<file path="config.mk">
export PLATFORM = sky130hd
export DESIGN_NAME = mem_port_arbiter
export DESIGN_NICKNAME = d
export VERILOG_FILES = /design/src/rtl/mem_port_arbiter.sv
export SDC_FILE = /design/constraint.sdc
export NUM_CORES = 1
export LEC_CHECK = 0
export ABC_AREA = 1
export CAP_MARGIN = 15
export CORE_AREA = 2 2 334 336
export DETAILED_ROUTE_END_ITERATION = 6
export DIE_AREA = 0 0 336 338
export HOLD_SLACK_MARGIN = 0.15
export SYNTH_ARGS = -nofsm -noshare
export SYNTH_HDL_FRONTEND = slang
export SYNTH_SLANG_ARGS = --single-unit
export TNS_END_PERCENT = 5
</file>
<file path="constraint.sdc">
create_clock -name clk -period 1.8 [get_ports clk]
set_clock_uncertainty 0.1 [all_clocks]
set_input_delay 0.18 -clock clk [delete_from_list [all_inputs] [get_ports clk]]
set_output_delay 0.18 -clock clk [all_outputs]
set_load 0.05 [all_outputs]
</file>
<file path="src/rtl/mem_port_arbiter.sv">
// mem_port_arbiter: shares one L2 port between I/D miss ports with data priority, bounded I starvation and a conflict counter
module mem_port_arbiter #(
    parameter int DATA_WIDTH   = 128,
    parameter int ADDR_WIDTH   = 16,
    parameter int MAX_D_STREAK = 4
) (
    input  logic                  clk,
    input  logic                  reset,
    input  logic                  imem_cyc,
    input  logic                  imem_stb,
    input  logic                  imem_we,
    input  logic [ADDR_WIDTH-1:0] imem_addr,
    input  logic [DATA_WIDTH-1:0] imem_wdata,
    output logic [DATA_WIDTH-1:0] imem_rdata,
    output logic                  imem_ack,
    input  logic                  dmem_cyc,
    input  logic                  dmem_stb,
    input  logic                  dmem_we,
    input  logic [ADDR_WIDTH-1:0] dmem_addr,
    input  logic [DATA_WIDTH-1:0] dmem_wdata,
    output logic [DATA_WIDTH-1:0] dmem_rdata,
    output logic                  dmem_ack,
    output logic                  l2_cyc,
    output logic                  l2_stb,
    output logic                  l2_we,
    output logic [ADDR_WIDTH-1:0] l2_addr,
    output logic [DATA_WIDTH-1:0] l2_wdata,
    input  logic [DATA_WIDTH-1:0] l2_rdata,
    input  logic                  l2_ack,
    input  logic                  perf_clear,
    output logic [15:0]           conflict_count,
    output logic                  busy
);
    localparam logic [1:0] IDLE = 2'd0, SERVE_I = 2'd1, SERVE_D = 2'd2, DRAIN = 2'd3;
    localparam int SW = $clog2(MAX_D_STREAK + 1);
    localparam logic [SW-1:0] SMAX = SW'(MAX_D_STREAK);
    logic [1:0] state;
    logic [SW-1:0] streak;
    logic lat_we;
    logic [ADDR_WIDTH-1:0] lat_addr;
    logic [DATA_WIDTH-1:0] lat_wdata, i_rd, d_rd;
    logic i_pend, d_pend, grant_i, grant_d, owner_cyc;
    always_comb begin
        i_pend     = imem_cyc & imem_stb;
        d_pend     = dmem_cyc & dmem_stb;
        grant_i    = (state == IDLE) & i_pend & (~d_pend | (streak == SMAX));
        grant_d    = (state == IDLE) & d_pend & ~grant_i;
        owner_cyc  = (state == SERVE_I) ? imem_cyc : dmem_cyc;
        busy       = state != IDLE;
        l2_cyc     = busy;
        l2_stb     = busy;
        l2_we      = busy & lat_we;
        l2_addr    = lat_addr;
        l2_wdata   = lat_wdata;
        imem_ack   = ~reset & l2_ack & (state == SERVE_I);
        dmem_ack   = ~reset & l2_ack & (state == SERVE_D);
        imem_rdata = imem_ack ? l2_rdata : i_rd;
        dmem_rdata = dmem_ack ? l2_rdata : d_rd;
    end
    always_ff @(posedge clk) begin
        if (reset) begin
            state          <= IDLE;
            streak         <= '0;
            conflict_count <= '0;
            lat_we         <= 1'b0;
            lat_addr       <= '0;
            lat_wdata      <= '0;
            i_rd           <= '0;
            d_rd           <= '0;
        end else begin
            if (perf_clear)
                conflict_count <= '0;
            else if (i_pend && d_pend && conflict_count != 16'hFFFF)
                conflict_count <= conflict_count + 16'd1;
            if (imem_ack)
                i_rd <= l2_rdata;
            if (dmem_ack)
                d_rd <= l2_rdata;
            if (grant_i || grant_d) begin
                state     <= grant_i ? SERVE_I : SERVE_D;
                lat_we    <= grant_i ? imem_we : dmem_we;
                lat_addr  <= grant_i ? imem_addr : dmem_addr;
                lat_wdata <= grant_i ? imem_wdata : dmem_wdata;
            end else if (busy && l2_ack)
                state <= IDLE;
            else if (busy && state != DRAIN && !owner_cyc)
                state <= DRAIN;
            if (grant_i)
                streak <= '0;
            else if (grant_d && i_pend && streak != SMAX)
                streak <= streak + 1'b1;
        end
    end
endmodule
</file>
==> results of run 1 <==
## cell usage in the layout (no fill, tap or decap), types with 39 or more instances in the layout
master	n
a211oi_1	196
buf_6	140
dfxtp_1	420
buf_4	523
nor2_1	44
buf_12	116
or2_2	92
inv_2	184
a21oi_1	122
or2_4	100
o21ai_0	39
clkbuf_16	65
or2_1	64
a211oi_2	60
a31oi_1	105
clkdlybuf4s50_1	424
a21oi_4	57
nand2_1	489
dlygate4sd3_1	341
a21oi_2	132
inv_1	214
## final cells by class
type	instances	area, um2	share of cell area (%)
diodes	9	22.5	0.0554
clock buffers	81	1570	3.87
clock inverters	16	115	0.283
inverters	419	1670	4.11
multi-input cells	1552	10100	24.7
flip-flops and latches	422	8450	20.8
well taps	1488	1860	4.58
repair buffers	1619	16800	41.4
repair inverters	2	46.3	0.114
## power groups by stage
stage | clock (mW) | combinational [mW] | sequential [mW]
6_report | 10.6 | 28.1 | 11.5
5_1_grt | 11.3 | 29.4 | 11.6
4_1_cts | 10.9 | 27.0 | 11.4
3_5_place_dp | 0 | 24.3 | 11.6
3_3_place_gp | 0 | 24.2 | 11.5
2_1_floorplan | 0 | 11.3 | 13.9
## stage by stage
step | hold WS, ps | cells | utilization (%) | area (um2)
floorplan | 237 | 2577 | - | 19700
global placement | 352 | 5100 | 29.3 | 32200
detailed placement | 355 | 5100 | 29.3 | 32200
CTS | 150 | 5568 | 35.6 | 39200
global route | 154 | 5606 | 36.9 | 40600
finish | 182 | 5608 | 36.9 | 40600
## final timing paths
kind                 start             end  cells past startpoint
max               state[1]  dmem_rdata[85]                     11
min           l2_rdata[97]        i_rd[97]                      3
max reg2reg       state[1]   l2_wdata[120]                     13
min reg2reg  l2_wdata[126]   l2_wdata[126]                      2
## worst max-delay path, stage by stage (launching register included)
cell and delay [ps]:
dfxtp_2 320, buf_6 110, ha_4 150, nand3_4 80
buf_12 130, inv_16 40, buf_16 200, or2_1 200
inv_1 70, a21oi_1 40, buf_4 160, buf_12 140
## cells by family (layout without fill, tap and decap cells)
| family | count (synthesis) | count (layout) | synth area share [%] |
|---|---|---|---|
| fa+ha+maj | 6 | 6 | 0.390 |
| flops | 422 | 422 | 43.9 |
| simple gates | 827 | 827 | 19.9 |
| other cells | 0 | 9 | 0 |
| buf+inv | 603 | 2137 | 13.1 |
| compound gates | 719 | 719 | 22.8 |
## registers in the layout, summed over array words and instances (netlist names)
name / count
conflict_count: 16
d_rd: 128
i_rd: 128
l2_addr: 16
l2_wdata: 128
lat_we: 1
state: 2
streak: 3
## routing by layer
layer	part of all wire [%]	track usage [%]
met5	0.21	0
met4	5.5	8.66
met3	7.4	4.65
met2	48	29.0
met1	39	20.0
## what timing repair did
action,in CTS,in global routing
gates resized for setup,483,317
gates cloned,15,10
pin swaps,10,16
endpoints found under the hold margin,311,0
hold buffers,341,0
setup buffers,29,23
endpoints found under the setup margin,683,611
==> impl_metrics.csv, run 1 <==
group,metric,value,unit
clock_network,cts_buffers,54,
yosys,synth_common_cells,"nand2_1, dfxtp_1, inv_1, a21oi_1, a211oi_1",
power,p_int,28.4,mW
detailed_routing,first_iter_violations,1175,
timing,final-setup-viol-count,451,
clock_network,numClockSinks,422,
yosys,ys_seq_elements,422,
clock_network,worstSkewPairLatency,610,ps
outcome,outcome,"finished, violations left",
detailed_routing,wl_per_cell,19.0,um
clock_network,clk_transition_reported_paths,60,ps
power,clkPwrFrac,21.2,%
floorplan,die_x,336,um
power,p_total,50.2,mW
finish,nets,4502,
floorplan,die-area,0.114,mm2
yosys,synth_cell_type_count,29,
yosys,synth_area_leader_cell,"dfxtp_1",
detailed_routing,routed_wl,106000,um
yosys,ys_seq_area_share,43.9,%
power,p_leak,17.4,nW
yosys,syn_avg_cell_area,7.47,um2
detailed_routing,routed_via_density,4.21,
detailed_routing,vias,23623,
timing,setup_ws,-833,ps
place,gp_congestion,0.919,
critical_path,cp-end-kind,"primary output",
clock_network,htreeDepth,2,
grt,grt_overflow_total,0,
finish,area_growth,111,%
outcome,violations,"setup timing",
critical_path,cp_max_fo,14,
grt,antenna_found_initial,29,
power,p_seq_share,22.8,%
grt,grt_pass1_wl,147000,um
grt,grt_max_degree,138,
finish,drive_gt1_share,38.3,%
place,hpwl,75100,um
critical_path,crit_path_start_kind,"register",
yosys,synth_async_sr_flop_share,0,%
critical_path,cp.required,1520,ps
detailed_routing,drc_errors,0,
timing,max_freq,0.380,GHz
yosys,synthesis.area,0.0193,mm2
timing,period_needed,2630,ps
power,switching_share,43.4,%
floorplan,die_h,338,um
power,p_per_area,1230,mW/mm2
clock_network,cts_tree,"built",
detailed_routing,ant_nets,0,
hold_path,hold_path_class,"in2reg",
yosys,synth_edf_count,0,
clock_network,root_buffer,"clkbuf_16",
yosys,synth_ff_type,"dfxtp_1",
finish,num-fill-cells,10848,
critical_path,critical_path_arrival,2350,ps
yosys,yosysWarnings,0,
critical_path,worstSetupPathType,"reg2out",
place,place.port_buffers,847,
clock_network,clk_path_buf_depth,3,
yosys,yosys-top-cells-area,"dfxtp_1, a211oi_1, nand2_1",
timing,max_slew_margin,29.7,%
grt,grt_pass1_vias,22744,
yosys,synthCells,2577,
timing,setup_tns,-215230,ps
floorplan,num_rows,122,
yosys,syn-num-nets,3009,
timing,slew_violations,0,
power,vdd_ir_drop_max,0.807,mV
flow_run,drv_cap,0,
floorplan,io_pins,848,
detailed_routing,drt_pass1_iterations,5,
timing,fin_crit_sh,146,%
power,netSwitchingPower,21.8,mW
critical_path,rrSetupSlack,-310,ps
floorplan,core-area,0.110,mm2
place,detailedPlace.worstSlack,-627,ps
timing,finalHoldViolations,0,
yosys,synth_most_common_cell,"nand2_1",
timing,worst_pin_slew,1060,ps
timing,rsz0062_at_grt,"true",
power,p_comb_share,56.0,%
grt,track_usage,17.2,%
floorplan,initial_utilization,17.5,%
yosys,yosysTopAreaCellShare,43.9,%
Power figures use the tool's default switching activity.
==> run 2, diff against run 1 <==
--- a/config.mk
+++ b/config.mk
@@ -7,10 +7,13 @@
 export LEC_CHECK = 0
 export ABC_AREA = 1
 export CAP_MARGIN = 15
-export CORE_AREA = 2 2 334 336
+export CELL_PAD_IN_SITES_DETAIL_PLACEMENT = 1
+export CELL_PAD_IN_SITES_GLOBAL_PLACEMENT = 1
+export CORE_AREA = 2 2 332 334
 export DETAILED_ROUTE_END_ITERATION = 6
-export DIE_AREA = 0 0 336 338
+export DIE_AREA = 0 0 334 336
 export HOLD_SLACK_MARGIN = 0.15
+export PLACE_DENSITY_LB_ADDON = 0.1
 export SYNTH_ARGS = -nofsm -noshare
 export SYNTH_HDL_FRONTEND = slang
 export SYNTH_SLANG_ARGS = --single-unit
==> run 2 against run 1 <==
The flow still finishes with violations (setup timing). Critical path depth unchanged. Setup slack worse by 44 ps. Combinational power down 4%. Final area down 1.9%. Via count down 0.28%. Worst hold slack better by 9.1 ps. Die area down 1.2%. Total power down 1.1%. Sequential cell count unchanged. Core utilization down 0.17 points. Sequential power about the same. Non-clock buffer count up 49. Critical path type unchanged. Largest cell class unchanged. Largest power group unchanged.
==> impl_metrics.csv, run 2 (synthesis gave the netlist of run 1 again) <==
group,metric,value,unit
outcome,outcome,"finished, violations left",
outcome,violations,"setup timing",
clock_network,root_buffer,"clkbuf_16",
critical_path,r2r_start,"state[0]",
detailed_routing,routed_wl,112000,um
hold_path,min_from,"l2_rdata[116]",
timing,fin_crit_sh,149,%
critical_path,cp_top_family,"buffers and inverters",
place,place.port_buffers,847,
clock_network,cts_buffers,57,
timing,finalHoldViolations,0,
timing,final-setup-viol-count,347,
clock_network,worstSkewPairLatency,650,ps
grt,grt_max_degree,122,
place,gp_congestion,0.845,
critical_path,cp-end-kind,"primary output",
power,p_leak,17.2,nW
critical_path,worstSetupPathType,"reg2out",
timing,setup_tns,-200300,ps
place,place_area,0.0316,mm2
critical_path,startpoint,"state[0]",
hold_path,hold_path_class,"in2reg",
clock_network,numClockSinks,422,
timing,slew_violations,0,
grt,grt_overflow_total,0,
timing,setup_ws,-876,ps
flow_run,drv_cap,0,
finish,num-fill-cells,12605,
clock_network,htreeDepth,2,
critical_path,cp_slowest_cell,"dfxtp_2",
timing,max_freq,0.374,GHz
clock_network,cts_tree,"built",
finish,area_growth,107,%
grt,track_usage,18.9,%
detailed_routing,wl_per_cell,20.0,um
critical_path,critical_path_arrival,2400,ps
finish,seqCellArea,0.00845,mm2
critical_path,crit_path_start_kind,"register",
finish,drive_gt1_share,35.5,%
finish,post-route-util,36.7,%
power,vdd_ir_drop_max,0.793,mV
detailed_routing,ant_nets,0,
detailed_routing,routed_via_density,4.22,
timing,max_slew_margin,34.7,%
timing,worst_pin_slew,976,ps
critical_path,crit_buf_inv,7,
detailed_routing,vias,23556,
timing,period_needed,2680,ps
clock_network,clk_path_buf_depth,3,
critical_path,cp_max_fo,9,
floorplan,io_pins,848,
floorplan,die_x,334,um
grt,grt_pass1_vias,25614,
floorplan,initial_utilization,17.8,%
power,p_per_area,1250,mW/mm2
finish,final_area,0.0398,mm2
floorplan,die_h,336,um
detailed_routing,drt_pass1_iterations,4,
critical_path,cp.required,1520,ps
floorplan,core-area,0.108,mm2
grt,grt_pass1_wl,162000,um
detailed_routing,drc_errors,0,
place,hpwl,79700,um
finish,final_common_cell,"buf_4",
detailed_routing,first_iter_violations,652,
clock_network,clk_transition_reported_paths,60,ps
finish,multi_input_area,0.00941,mm2
timing,rsz0062_at_grt,"true",
critical_path,path_cells,"inv_2, ha_2, nand3_4, buf_12, inv_16, buf_16, buf_4, or2_2, inv_2, a21oi_1, buf_4",
grt,antenna_found_initial,22,
critical_path,slowest_delay,350,ps
finish,nets,4555,
finish,final_cell_mix,"buf_4, nand2_1, clkdlybuf4s50_1",
floorplan,num_rows,121,
floorplan,die-area,0.112,mm2
==> run 2: changes by cell type in the layout (fill, tap and decap cells not counted), sizes merged, moves of 5 or more <==
cell / delta
clkbuf: +5
dlygate4sd3: +62
buf: +9
dlymetal6s2s: -20
clkinv: -6
==> run 2: per-stage QoR <==
stage | total power [mW] | setup slack, ps | hold slack (ps) | std cells
after CTS | 49.4 | -1040 | 151 | 5554
after global routing | 52.2 | -994 | 192 | 5584
after global placement | 35.2 | -654 | 355 | 5037
final | 49.6 | -876 | 191 | 5585
after detailed placement | 35.5 | -671 | 359 | 5037
after floorplan | 25.3 | -427 | 237 | 2577
==> run 2: power by group <==
group | switching, mW | total (mW) | internal, mW
sequential | 0.653 | 11.5 | 10.8
combinational | 16.2 | 26.9 | 10.7
clock | 4.74 | 11.3 | 6.57
==> run 2: area by class of cell <==
cell class                      count  area share, %
Timing Repair inverter              3          0.141
Sequential cell                   422           21.2
Tap cell                         1414           4.44
Multi-Input combinational cell   1552           23.6
Antenna cell                        9         0.0565
Clock buffer                       86           4.16
Inverter                          419           4.07
Timing Repair Buffer             1668           42.0
Clock inverter                     12          0.339
==> run 2: path summary, 6_finish.rpt <==
path                         end  slack, ps  depth (start not counted)
hold / removal         i_rd[116]        190                          3
setup / recovery  dmem_rdata[47]       -880                         11
setup reg to reg        d_rd[47]       -180                         12
hold reg to reg      l2_addr[12]        370                          2
==> run 2: worst register-to-register path, cell delays in order (launching register included) <==
cell and delay [ps]:
dfxtp_2 350, inv_2 50, ha_2 190, nand3_4 100
buf_12 130, inv_16 50, buf_16 170, buf_4 140
or2_2 280, inv_2 60, buf_4 100, buf_4 90
a211oi_1 40
==> run 2: per-layer routing <==
layer	global-route usage (%)	part of all wire (%)	vias to the layer above	wire [um]
met5	0	0.16	-	183
met4	7.17	3.7	28	4100
met3	4.92	5.6	178	6280
met2	34.1	51	590	56400
met1	21.1	40	11282	44600
li1	-	-	11478	-
==> run 2: timing repair <==
action / 4_1_cts / 5_1_grt
cloned: 10 / 10
buffers inserted: 8 / 11
hold endpoints to repair: 390 / 1
hold buffers: 401 / 2
setup endpoints to repair: 664 / 677
gates resized for setup: 304 / 256
pin swaps: 11 / 7
